$ cat src/rtl/cnn_window_gen.sv
// Zero-padded 3x3 window generator: turns a raster pixel stream into one
// neighbourhood per pixel for the single-cell CNN datapath.
module cnn_window_gen #(
  parameter int WIDTH = 9,
  parameter int IMG_W = 8,
  parameter int IMG_H = 8,
  localparam int RW = $clog2(IMG_H),
  localparam int CW = $clog2(IMG_W)
) (
  input  logic             clk,
  input  logic             rst,
  input  logic             in_valid,
  output logic             in_ready,
  input  logic [WIDTH-1:0] in_pixel,
  output logic             out_valid,
  output logic [WIDTH-1:0] U1,
  output logic [WIDTH-1:0] U2,
  output logic [WIDTH-1:0] U3,
  output logic [WIDTH-1:0] U4,
  output logic [WIDTH-1:0] U5,
  output logic [WIDTH-1:0] U6,
  output logic [WIDTH-1:0] U7,
  output logic [WIDTH-1:0] U8,
  output logic [WIDTH-1:0] U9,
  output logic [RW-1:0]    win_row,
  output logic [CW-1:0]    win_col,
  output logic             frame_done
);

  localparam int N  = IMG_W * IMG_H;
  localparam int SL = 2 * IMG_W + 3;
  localparam int VW = $clog2(N + IMG_W + 1);

  localparam logic [VW-1:0] V_FIRST     = VW'(IMG_W + 1);
  localparam logic [VW-1:0] V_LOAD_LAST = VW'(N - 1);
  localparam logic [VW-1:0] V_LAST      = VW'(N + IMG_W);
  localparam logic [RW-1:0] R_LAST      = RW'(IMG_H - 1);
  localparam logic [CW-1:0] C_LAST      = CW'(IMG_W - 1);

  localparam logic [1:0] ST_IDLE  = 2'd0;
  localparam logic [1:0] ST_LOAD  = 2'd1;
  localparam logic [1:0] ST_FLUSH = 2'd2;

  logic [1:0]       state_q, state_d;
  logic [VW-1:0]    v_q, v_d;
  logic [RW-1:0]    cen_row_q;
  logic [CW-1:0]    cen_col_q;
  logic             shift, emit;
  logic [WIDTH-1:0] shift_in;

  // The incoming sample is tap 0 of the 2*IMG_W+3 line; only the older
  // 2*IMG_W+2 samples need flops.
  logic [WIDTH-1:0] sr_q [SL-1];
  logic [WIDTH-1:0] sr_d [SL];
  logic [WIDTH-1:0] tap  [9];
  logic [WIDTH-1:0] win_q [9];
  logic             top, bot, lft, rgt;
  logic             out_valid_q, frame_done_q;
  logic [RW-1:0]    win_row_q;
  logic [CW-1:0]    win_col_q;

  assign in_ready = !rst && (state_q == ST_IDLE || state_q == ST_LOAD);

  always_comb begin
    shift    = 1'b0;
    shift_in = '0;
    case (state_q)
      ST_IDLE, ST_LOAD: begin
        if (in_valid) begin
          shift    = 1'b1;
          shift_in = in_pixel;
        end
      end
      ST_FLUSH: shift = 1'b1;
      default:  shift = 1'b0;
    endcase
  end

  assign emit = shift && (v_q >= V_FIRST);

  always_comb begin
    state_d = state_q;
    v_d     = v_q;
    case (state_q)
      ST_IDLE: begin
        if (in_valid) begin
          state_d = ST_LOAD;
          v_d     = VW'(1);
        end
      end
      ST_LOAD: begin
        if (in_valid) begin
          v_d = v_q + VW'(1);
          if (v_q == V_LOAD_LAST) state_d = ST_FLUSH;
        end
      end
      ST_FLUSH: begin
        if (v_q == V_LAST) begin
          state_d = ST_IDLE;
          v_d     = '0;
        end else begin
          v_d = v_q + VW'(1);
        end
      end
      default: begin
        state_d = ST_IDLE;
        v_d     = '0;
      end
    endcase
  end

  always_comb begin
    sr_d[0] = shift_in;
    for (int i = 1; i < SL; i++) sr_d[i] = sr_q[i-1];
  end

  // Top-row taps would otherwise see the previous frame's tail; column edges
  // would see the neighbouring row.
  always_comb begin
    top    = (cen_row_q == '0);
    bot    = (cen_row_q == R_LAST);
    lft    = (cen_col_q == '0);
    rgt    = (cen_col_q == C_LAST);
    tap[0] = (top || lft) ? '0 : sr_d[2*IMG_W+2];
    tap[1] = top          ? '0 : sr_d[2*IMG_W+1];
    tap[2] = (top || rgt) ? '0 : sr_d[2*IMG_W];
    tap[3] = lft          ? '0 : sr_d[IMG_W+2];
    tap[4] = sr_d[IMG_W+1];
    tap[5] = rgt          ? '0 : sr_d[IMG_W];
    tap[6] = (bot || lft) ? '0 : sr_d[2];
    tap[7] = bot          ? '0 : sr_d[1];
    tap[8] = (bot || rgt) ? '0 : sr_d[0];
  end

  always_ff @(posedge clk or posedge rst) begin
    if (rst) begin
      state_q   <= ST_IDLE;
      v_q       <= '0;
      cen_row_q <= '0;
      cen_col_q <= '0;
      for (int i = 0; i < SL - 1; i++) sr_q[i] <= '0;
    end else begin
      state_q <= state_d;
      v_q     <= v_d;
      if (shift) begin
        for (int i = 0; i < SL - 1; i++) sr_q[i] <= sr_d[i];
      end
      if (emit) begin
        if (cen_col_q == C_LAST) begin
          cen_col_q <= '0;
          cen_row_q <= (cen_row_q == R_LAST) ? '0 : cen_row_q + RW'(1);
        end else begin
          cen_col_q <= cen_col_q + CW'(1);
        end
      end
    end
  end

  always_ff @(posedge clk or posedge rst) begin
    if (rst) begin
      out_valid_q  <= 1'b0;
      frame_done_q <= 1'b0;
      win_row_q    <= '0;
      win_col_q    <= '0;
      for (int i = 0; i < 9; i++) win_q[i] <= '0;
    end else begin
      out_valid_q  <= emit;
      frame_done_q <= emit && (cen_row_q == R_LAST) && (cen_col_q == C_LAST);
      if (emit) begin
        win_row_q <= cen_row_q;
        win_col_q <= cen_col_q;
        for (int i = 0; i < 9; i++) win_q[i] <= tap[i];
      end
    end
  end

  assign out_valid  = out_valid_q;
  assign frame_done = frame_done_q;
  assign win_row    = win_row_q;
  assign win_col    = win_col_q;
  assign U1 = win_q[0];
  assign U2 = win_q[1];
  assign U3 = win_q[2];
  assign U4 = win_q[3];
  assign U5 = win_q[4];
  assign U6 = win_q[5];
  assign U7 = win_q[6];
  assign U8 = win_q[7];
  assign U9 = win_q[8];

endmodule

$ cat config.mk
export PLATFORM = sky130hd
export DESIGN_NAME = cnn_window_gen
export DESIGN_NICKNAME = d
export VERILOG_FILES = /design/src/rtl/cnn_window_gen.sv
export SDC_FILE = /design/constraint.sdc
export NUM_CORES = 1
export LEC_CHECK = 0
export CORE_UTILIZATION = 50
export CTS_BUF_LIST = sky130_fd_sc_hd__clkbuf_4 sky130_fd_sc_hd__clkbuf_8 sky130_fd_sc_hd__clkbuf_16
export DETAILED_ROUTE_END_ITERATION = 10
export PLACE_DENSITY = 0.71
export SYNTH_ARGS = -nofsm -noshare
export SYNTH_HDL_FRONTEND = slang
export SYNTH_SLANG_ARGS = --single-unit
$ cat constraint.sdc
create_clock -name clk -period 8.38 [get_ports clk]
set_input_delay 1.676 -clock clk [delete_from_list [all_inputs] [get_ports clk]]
set_output_delay 1.676 -clock clk [all_outputs]
set_load 0.03 [all_outputs]
Yosys cells after proc, flatten, opt, wreduce, memory -nomap -nowiden:

Index checks and enable logic that the tools add are counted.

* $add $sub $neg: 3
* mux-type cells: 23
* reduce and logical (&&, ||, !) cells: 17
* magnitude comparators: 1
* equality and inequality tests: 10

Operator list (number)
* $mux 9: 10
* $mux 7: 3
* $pmux 7 s3: 1
* $mux 2: 4
* $add 7x1->7 const B: 1
* $eq 7x6->1 const B: 1
* $eq 7x7->1 const B: 1
* $ge 7x4->1 const B: 1
* $add 3x1->3 const B: 2
* $eq 3x3->1 const B: 2
* $logic_not 3->1: 2
* $mux 3: 2
* $ne 2x2->1 const B: 3
* $pmux 2 s3: 1
* $logic_or 1x1->1: 5
* $logic_and 1x1->1: 4
* $reduce_and 2->1: 2
* $reduce_and 4->1: 1
* $eq 2x1->1 const B: 1
* $eq 2x2->1 const B: 1
* $logic_not 2->1: 1
* $ne 2x1->1 const B: 1
* $pmux 1 s2: 1
* $reduce_or 2->1: 1
* other kinds (2): 2

* flip-flop bits (word level): 266

Depth between registers and ports, before layout:

Gate-level depths: netlist of the first run.

* word-level depth: 6
* depth in mapped cells: 9
* mapped depth without buffers: 7

Worst setup path after synthesis of the first run:

Ideal clock, no wire load.

* path type: input to output
* from: input port rst
* to: output port in_ready
* cell stages on the path: 1
* data required time: 6704 ps
* slack: 4626 ps
* arrival: 2078 ps
* buffers on the path: 0
* cells stage by stage: nor2_1

* longest elaborated chain between the ends: 2

Ends and longest elaborated chain
* from (decl): RTL line 11 `input logic rst,`
* $logic_not 1->1 (no line)
* $logic_and 1x1->1: RTL line 62 `assign in_ready = !rst && (state_q == ST_IDLE || state_q == ST_LOAD);`
* to (decl): RTL line 13 `output logic in_ready,`

No other way between the ends.

Final worst setup path of the first run:

Same ends and word-level chain as after synthesis.

==> results.sh, run 1 <==
export IMPL_synth_cells=1153
export IMPL_grt_max_degree=113
export IMPL_slew_violations=0
export IMPL_start_util_pct=51.3
export IMPL_synthSimpleGateAreaFrac_pct=26.3
export IMPL_clock_skew_ns=0.00781
export IMPL_synth_xor_area_share_pct=0.334
export IMPL_clock_latency_ns=0.52
export IMPL_dr_wl_met2_um=10100
export IMPL_drtIter0Drc=374
export IMPL_tightest_slew_ns=1.13
export IMPL_critical_path_required_ns=6.70
export IMPL_hold_path_end="sr_d[95]"
export IMPL_grt_pass1_wl_um=36700
export IMPL_numCtsBuffers=27
export IMPL_clk_path_buf_depth=3
export IMPL_holdBufCountCts=0
export IMPL_grt_use_total_pct=20.7
export IMPL_syn_cell_area_mm2=0.0105
export IMPL_cts_root_buffer="clkbuf_16"
export IMPL_synth_nets=1174
export IMPL_drc=0
export IMPL_synth_top_family_by_area="simple AND/OR/NAND/NOR gates"
export IMPL_cts_tree="yes"
export IMPL_cts_setup_buffers=0
export IMPL_synth_mux_area_share_pct=0.310
export IMPL_synth_cell_types=42
export IMPL_dp_cells=1466
export IMPL_p_sw_share_pct=30.5
export IMPL_yosysWarnings=0
export IMPL_pwr_share_seq_pct=46.7
export IMPL_wl_per_cell_um=14.1
export IMPL_switching_power_uw=1100
export IMPL_antenna_left=0
export IMPL_syn_area_per_cell_um2=9.09
export IMPL_worstPathCellList="clkdlybuf4s50_1 -> nor2_1 -> clkdlybuf4s50_1"
export IMPL_slowest_stage="clkdlybuf4s50_1"
export IMPL_clkTransAtPathRegs_ns=0.06
export IMPL_met3_length_um=833
export IMPL_die_w_um=147
export IMPL_outcome="finished clean"
export IMPL_crit_family="buffers and inverters"
export IMPL_synthAdderAreaFrac_pct=1.07
export IMPL_ir_worst_vdd_v=0.000162
export IMPL_rsz0062_at_grt="false"
export IMPL_min_from="sr_d[104]"
export IMPL_r2r_setup_slack_ns=5.44
export IMPL_power_density_mw_per_mm2=288
export IMPL_crit_path_end_kind="output pin"
export IMPL_postRouteWirelength_um=21200
export IMPL_layout_nets=1246
export IMPL_r2r_end="U4[2]"
export IMPL_vias=7566
export IMPL_antenna_found_initial=0
export IMPL_synth_compound_area_share_pct=5.08
export IMPL_globalplace_congestion=0.802
export IMPL_dieArea_mm2=0.0216
export IMPL_layoutNonFillerInstCount=1509
export IMPL_grt_pass1_vias=7411
export IMPL_ys_ff_latch=266
export IMPL_setup_tns_final_ns=0
export IMPL_setup_viol=0
export IMPL_clock_sinks=266
export IMPL_synth_flop_cell="dfrtp_1"
export IMPL_p_comb_share_pct=20.9
export IMPL_yosysTopAreaCellShare_pct=63.5
export IMPL_cp_common_cell="clkdlybuf4s50_1"
export IMPL_power_frac_clock_pct=32.3
export IMPL_synth_top_area_cell="dfrtp_1"
export IMPL_htreeDepth=1
export IMPL_drv_cap=0
export IMPL_syn_to_final_growth_pct=18.8
export IMPL_p_leak_uw=0.00644
export IMPL_antennaDiodeCount=0
export IMPL_fin_crit_sh_pct=54.8
export IMPL_crit_fanout=2
export IMPL_synth_edf_count=0
export IMPL_drive_gt1_share_pct=4.76
export IMPL_portBuffers=101
export IMPL_gr_total_overflow=0
export IMPL_async_flop_share_pct=100
export IMPL_die_h_um=147
export IMPL_hold_path_cell_count=2
export IMPL_largest_reg_flops=162
export IMPL_min_period_ns=4.59
export IMPL_crit_buf_inv=2
export IMPL_avgViaCountPerCell=5.01
export IMPL_core_mm2=0.0204
export IMPL_final_hold_viol_count=0
export IMPL_wl_met1_um=10100
export IMPL_max_slew_margin_pct=24.6
export IMPL_crit_type="input pin to output pin"
export IMPL_max_freq_mhz=218
export IMPL_routed_top_layer="met4"
export IMPL_ios=102
export IMPL_rows=52
export IMPL_worstHoldPathType="flip-flop to flip-flop"
export IMPL_ys_seq_area_share_pct=63.5
export IMPL_crit_cells=3
export IMPL_rr_worst_depth=6
export IMPL_internal_power_uw=2500
export IMPL_dr_pass1_iters=5
export IMPL_timing_rr_start="v_q[0]"
export IMPL_ctsResizeCount=0
export IMPL_critPathArrivalTime_ns=2.92
export IMPL_cp_start_kind="input pin"
export IMPL_hpwlAfterDp_um=13000
export IMPL_crit_start="rst"
export IMPL_slowest_delay_ns=0.68
export IMPL_synth_area_leaders="dfrtp_1 63%, nand2_1 23%, o21ai_0 2.6%"
[layout by cell type, fill, tap and decap left out, types with 9 or more instances in the layout]
| cell type | instances |
|---|---|
| nand2b_1 | 22 |
| ha_1 | 9 |
| nand3_1 | 21 |
| clkdlybuf4s50_1 | 101 |
| clkbuf_16 | 27 |
| a22o_1 | 9 |
| dfrtp_1 | 266 |
| nand2_1 | 631 |
| o21ai_0 | 54 |
| o21ai_1 | 10 |
| inv_1 | 10 |
[layer usage]
layer	vias to the layer above	GRT usage (%)
met5	-	0
li1	3732	-
met4	0	4.84
met3	25	2.64
met1	3678	30.2
met2	131	33.3
[synthesized netlist by cell type, types with 3 or more instances]
master / instances
nand2b_1: 22
o21ai_0: 54
a21oi_1: 7
nor3_1: 3
buf_2: 26
o22ai_1: 3
and2_1: 4
buf_4: 4
nand3_1: 21
dfrtp_1: 266
clkbuf_1: 30
ha_1: 9
nand2_1: 632
o21ai_1: 10
a22o_1: 9
nor2_1: 8
inv_1: 11
buf_1: 3
[power groups by stage]
stage	Sequential (uW)	Combinational (uW)	Clock [uW]
after floorplan	1820	345	0
after global placement	1690	741	0
after detailed placement	1700	758	0
after CTS	1680	764	1190
after global routing	1710	840	1240
final	1680	751	1160
[area by class of cell]
type,instances,area (um^2)
Clock inverter,6,80.1
Timing Repair Buffer,109,1070
Sequential cell,266,6660
Clock buffer,37,776
Multi-Input combinational cell,809,3490
Fill cell,1745,7970
Tap cell,270,338
Inverter,12,48.8
[worst min-delay path, cell delays in order, from the launching register on]
cell and delay (ns):
dfrtp_1 0.34, nand2_1 0.05, nand2_1 0.05
[cells by family after synthesis]
family                     Yosys count
adders and majority gates            9
DFF                                266
AOI/OAI and AO/OA                   92
buffers and inverters               78
and+or+nand+nor                    701
muxes                                3
xor gates and xnor gates             4
[worst max-delay path by stage]
stage,endpoint,slack (ns)
3_3_place_gp,in_ready,3.78
4_1_cts,in_ready,3.78
3_5_place_dp,in_ready,3.79
6_report,in_ready,3.79
2_1_floorplan,U1[0],3.19
5_1_grt,in_ready,3.72
[per-stage QoR]
stage | worst slack [ns] | hold WS, ns | area (um^2) | power [uW] | util (%)
2_1_floorplan | 3.19 | 0.439 | 10500 | 2160 | -
3_5_place_dp | 3.79 | 0.452 | 11600 | 2460 | 56.8
3_3_place_gp | 3.78 | 0.447 | 11600 | 2440 | 56.8
4_1_cts | 3.78 | 0.465 | 12500 | 3630 | 61.0
5_1_grt | 3.72 | 0.486 | 12500 | 3780 | 61.0
6_report | 3.79 | 0.463 | 12500 | 3590 | 61.0
No activity file was read; power rests on OpenSTA's default activity.
==> run 2: changes to the inputs <==
==> constraint.sdc (replaced) <==
create_clock -name clk -period 4 [get_ports clk]
set_input_delay 0.8 -clock clk [delete_from_list [all_inputs] [get_ports clk]]
set_output_delay 0.8 -clock clk [all_outputs]
set_load 0.03 [all_outputs]
==> results.sh, run 2 (synthesized netlist as in run 1, its figures left out) <==
export IMPL_outcome="finished clean"
export IMPL_ios=102
export IMPL_final_util_pct=62.2
export IMPL_r2r_end="cen_row_q[0]"
export IMPL_crit_path_end_kind="output pin"
export IMPL_core_mm2=0.0204
export IMPL_cp_common_cell="clkdlybuf4s50_1"
export IMPL_portBuffers=101
export IMPL_crit_buf_inv=2
export IMPL_max_slew_margin_pct=35.5
export IMPL_die_h_um=147
export IMPL_grt_pass1_wl_um=36100
export IMPL_timing_rr_start="v_q[0]"
export IMPL_start_util_pct=51.3
export IMPL_crit_start="rst"
export IMPL_holdBufCountCts=0
export IMPL_dieArea_mm2=0.0216
export IMPL_largest_reg_flops=162
export IMPL_p_comb_share_pct=20.1
export IMPL_grt_pass1_vias=7225
export IMPL_worstHoldPathType="flip-flop to flip-flop"
export IMPL_antenna_left=0
export IMPL_antenna_found_initial=0
export IMPL_busiest_layer="met2"
export IMPL_crit_cells=3
export IMPL_critical_path_required_ns=3.20
export IMPL_clock_latency_ns=0.53
export IMPL_slowest_delay_ns=0.68
export IMPL_crit_type="input pin to output pin"
export IMPL_final_common_cell="nand2_1"
export IMPL_layout_common_cells="631 x nand2_1, 266 x dfrtp_1, 101 x clkdlybuf4s50_1"
export IMPL_cts_root_buffer="clkbuf_16"
export IMPL_cts_tree="yes"
export IMPL_tightest_slew_ns=0.961
export IMPL_ctsResizeCount=0
export IMPL_fin_crit_sh_pct=71.3
export IMPL_avgViaCountPerCell=5.01
export IMPL_postRouteWirelength_um=21300
export IMPL_internal_power_uw=5560
export IMPL_power_frac_clock_pct=35.3
export IMPL_die_w_um=147
export IMPL_vias=7588
export IMPL_switching_power_uw=2340
export IMPL_final_hold_viol_count=0
export IMPL_grt_met3_usage_pct=2.86
export IMPL_antennaDiodeCount=0
export IMPL_htreeDepth=1
export IMPL_max_freq_mhz=351
export IMPL_clkTransAtPathRegs_ns=0.06
export IMPL_setup_viol=0
export IMPL_globalplace_congestion=0.798
export IMPL_clk_path_buf_depth=3
export IMPL_clock_skew_ns=0.0160
export IMPL_crit_fanout=2
export IMPL_slowest_stage="clkdlybuf4s50_1"
export IMPL_critPathArrivalTime_ns=2.05
export IMPL_hpwlAfterDp_um=13200
export IMPL_crit_end="in_ready"
export IMPL_crit_family="buffers and inverters"
export IMPL_gr_total_overflow=0
export IMPL_rows=52
export IMPL_min_period_ns=2.85
export IMPL_wl_per_cell_um=14.0
export IMPL_r2r_setup_slack_ns=1.65
export IMPL_grt_use_met2_pct=31.9
export IMPL_drc=0
export IMPL_grt_max_degree=148
export IMPL_cp_start_kind="input pin"
export IMPL_grt_use_total_pct=20.4
export IMPL_p_sw_share_pct=29.7
export IMPL_p_leak_uw=0.00655
export IMPL_ir_worst_vdd_v=0.000363
export IMPL_grtUsageMet1_pct=30.1
export IMPL_drv_cap=0
export IMPL_rsz0062_at_grt="false"
export IMPL_cts_setup_buffers=0
export IMPL_layout_nets=1248
export IMPL_clock_sinks=266
export IMPL_dr_pass1_iters=4
export IMPL_drtIter0Drc=529
export IMPL_drive_gt1_share_pct=5.30
export IMPL_timing_hold_ws_ns=0.451
export IMPL_slew_violations=0
export IMPL_power_density_mw_per_mm2=622
export IMPL_syn_to_final_growth_pct=21.2
export IMPL_numCtsBuffers=27
export IMPL_pwr_share_seq_pct=44.6
export IMPL_rr_worst_depth=6
export IMPL_worstPathCellList="clkdlybuf4s50_1 -> nor2_1 -> clkdlybuf4s50_1"
## run 2: worst register-to-register path, stage by stage, from the launching register on
cell	delay [ns]
dfrtp_1	0.45
ha_1	0.23
o41a_1	0.45
o211ai_4	0.24
inv_2	0.30
nand2_2	0.21
mux2_2	0.34
## run 2: cell type report
cell class / instances / area, um^2
Fill cell: 1720 / 7720
Sequential cell: 266 / 6660
Multi-Input combinational cell: 809 / 3490
Timing Repair Buffer: 111 / 1170
Clock buffer: 34 / 753
Tap cell: 270 / 338
Clock inverter: 14 / 249
Inverter: 12 / 48.8
## run 2: power by group through the flow
| stage | sequential (uW) | clock [uW] | combinational [uW] |
|---|---|---|---|
| 2_1_floorplan | 3810 | 0 | 723 |
| 3_3_place_gp | 3550 | 0 | 1560 |
| 3_5_place_dp | 3570 | 0 | 1600 |
| 4_1_cts | 3530 | 2860 | 1610 |
| 5_1_grt | 3590 | 2960 | 1760 |
| 6_report | 3520 | 2790 | 1590 |
## run 2: worst min path at each step
stage,start,end,slack [ns],depth (start not counted)
after CTS,sr_d[66],sr_d[57],0.45,2
after detailed placement,sr_d[33],sr_d[24],0.45,2
after floorplan,sr_d[109],sr_d[100],0.44,2
after global routing,sr_d[66],sr_d[57],0.47,2
after global placement,sr_d[62],sr_d[53],0.45,2
final,sr_d[66],sr_d[57],0.45,2
## run 2: stage by stage
step | setup WS, ns | total power (uW) | setup TNS [ns] | instance area (um^2) | cells
2_1_floorplan | -0.311 | 4530 | -82.86 | 10500 | 1153
3_3_place_gp | 1.07 | 5120 | 0 | 11700 | 1468
3_5_place_dp | 1.02 | 5170 | 0 | 11700 | 1468
4_1_cts | 1.15 | 8000 | 0 | 12700 | 1516
5_1_grt | 1.12 | 8310 | 0 | 12700 | 1516
6_report | 1.15 | 7900 | 0 | 12700 | 1516
## run 2: routing by layer
| metal | share of wire [%] | vias to the layer above | routed length [um] |
|---|---|---|---|
| met5 | 0 | - | 0 |
| met4 | 2.1 | 0 | 454 |
| met3 | 4.6 | 37 | 975 |
| li1 | - | 3748 | - |
| met2 | 46 | 157 | 9880 |
| met1 | 47 | 3646 | 9980 |
==> run 3: changes to the inputs <==
==> constraint.sdc (replaced) <==
create_clock -name clk -period 2.34 [get_ports clk]
set_input_delay 0.468 -clock clk [delete_from_list [all_inputs] [get_ports clk]]
set_output_delay 0.468 -clock clk [all_outputs]
set_load 0.03 [all_outputs]
==> results.sh, run 3 (synthesized netlist as in run 1, its figures left out) <==
export IMPL_internal_power_uw=9310
export IMPL_drtIter0Drc=437
export IMPL_crit_fanout=12
export IMPL_gr_total_overflow=0
export IMPL_cts_tree="yes"
export IMPL_dieArea_mm2=0.0216
export IMPL_p_sw_share_pct=30.2
export IMPL_fin_crit_sh_pct=94.5
export IMPL_p_comb_share_pct=20.9
export IMPL_max_freq_mhz=452
export IMPL_crit_type="flip-flop to flip-flop"
export IMPL_postRouteWirelength_um=21400
export IMPL_fill_cells=1763
export IMPL_setup_viol=0
export IMPL_switching_power_uw=4020
export IMPL_die_h_um=147
export IMPL_dr_pass1_iters=5
export IMPL_dp_cells=1478
export IMPL_tightest_slew_ns=0.671
export IMPL_cp_start_kind="flip-flop"
export IMPL_setup_slack_ns=0.129
export IMPL_clk_path_buf_depth=3
export IMPL_critPathArrivalTime_ns=2.61
export IMPL_min_period_ns=2.21
export IMPL_pwr_share_seq_pct=45.2
export IMPL_antennaDiodeCount=0
export IMPL_portBuffers=101
export IMPL_grt_pass1_vias=7268
export IMPL_htreeDepth=1
export IMPL_multiInputGateArea_mm2=0.00349
export IMPL_vias=7560
export IMPL_crit_start="v_q[1]"
export IMPL_worstHoldPathType="flip-flop to flip-flop"
export IMPL_start_util_pct=51.3
export IMPL_crit_path_end_kind="flip-flop"
export IMPL_layoutNonFillerInstCount=1526
export IMPL_grt_max_degree=108
export IMPL_grt_use_total_pct=20.6
export IMPL_final_hold_viol_count=0
export IMPL_hpwlAfterDp_um=13400
export IMPL_clock_skew_ns=0.0150
export IMPL_max_slew_margin_pct=55.3
export IMPL_timing_rr_start="v_q[1]"
export IMPL_p_total_uw=13300
export IMPL_pre_cts_ws_ns=0.167
export IMPL_critical_path_required_ns=2.74
export IMPL_grt_pass1_wl_um=36700
export IMPL_largest_reg_flops=162
export IMPL_p_leak_uw=0.00659
export IMPL_antenna_found_initial=0
export IMPL_avgViaCountPerCell=4.95
export IMPL_rows=52
export IMPL_min_from="sr_d[42]"
export IMPL_ir_worst_vdd_v=0.000586
export IMPL_drv_cap=0
export IMPL_wl_per_cell_um=14.0
export IMPL_die_w_um=147
export IMPL_drive_gt1_share_pct=6.05
export IMPL_holdBufCountCts=0
export IMPL_rsz0062_at_grt="false"
export IMPL_power_frac_clock_pct=33.9
export IMPL_final_common_cell="nand2_1"
export IMPL_syn_to_final_growth_pct=21.8
export IMPL_layout_common_cells="631 x nand2_1, 266 x dfrtp_1, 100 x clkdlybuf4s50_1"
export IMPL_power_density_mw_per_mm2=1040
export IMPL_core_mm2=0.0204
export IMPL_clkTransAtPathRegs_ns=0.06
export IMPL_antenna_left=0
export IMPL_layout_nets=1258
export IMPL_drc=0
export IMPL_regArea_mm2=0.00666
export IMPL_clock_sinks=266
export IMPL_ios=102
export IMPL_globalplace_congestion=0.783
export IMPL_slew_violations=0
export IMPL_numCtsBuffers=27
export IMPL_outcome="finished clean"
export IMPL_clock_latency_ns=0.52
export IMPL_cts_root_buffer="clkbuf_16"
[run 3: worst paths after layout]
kind | slack [ns] | end | cells past startpoint
max | 0.13 | cen_row_q[0] | 7
max reg2reg | 0.13 | cen_row_q[0] | 7
min in group asynchronous | 0.49 | state_q[0] | 3
min reg2reg | 0.46 | sr_d[33] | 2
min | 0.46 | sr_d[33] | 2
max in group asynchronous | 1.31 | sr_d[128] | 3
[run 3: area by class of cell]
cell class / instances / share of cell area, %
clock inverters: 8 / 0.970
flip-flops and latches: 266 / 52.1
inverters: 12 / 0.382
multi-input cells: 809 / 27.4
repair buffers: 121 / 9.97
well taps: 270 / 2.65
clock buffers: 40 / 6.55
[run 3: power by group through the flow]
stage                     logic (uW)  registers [uW]  clock network, uW
after global routing            3080            6130               4810
after CTS                       2820            6030               4620
final                           2780            6030               4530
after floorplan                 1240            6510                  0
after detailed placement        2800            6100                  0
after global placement          2730            6080                  0
[run 3: what timing repair did]
| item | 4_1_cts | 5_1_grt |
|---|---|---|
| setup endpoints to repair | 1 | 0 |
| gates resized for setup | 1 | 0 |
| setup buffers | 0 | 0 |
[run 3: per-layer routing]
| metal | GRT usage, % | wire length [um] | vias up |
|---|---|---|---|
| li1 | - | - | 3759 |
| met1 | 30.8 | 10400 | 3633 |
| met2 | 32.7 | 9940 | 139 |
| met3 | 2.55 | 763 | 29 |
| met4 | 4.17 | 308 | 0 |
| met5 | 0 | 0 | - |
[run 3: per-stage QoR]
stage	utilization (%)	cell area [um^2]	hold slack (ns)	setup TNS [ns]
2_1_floorplan	-	10500	0.439	-436.11
3_3_place_gp	57.8	11800	0.445	0
3_5_place_dp	57.8	11800	0.450	0
4_1_cts	62.5	12800	0.459	0
5_1_grt	62.5	12800	0.485	0
6_report	62.5	12800	0.460	0
[run 3: worst max-delay path: stages, from the launching register on]
cell	delay, ns
dfrtp_1	0.44
inv_1	0.09
ha_1	0.18
o41a_1	0.45
o211ai_4	0.26
inv_2	0.17
nand2_2	0.14
mux2_2	0.35
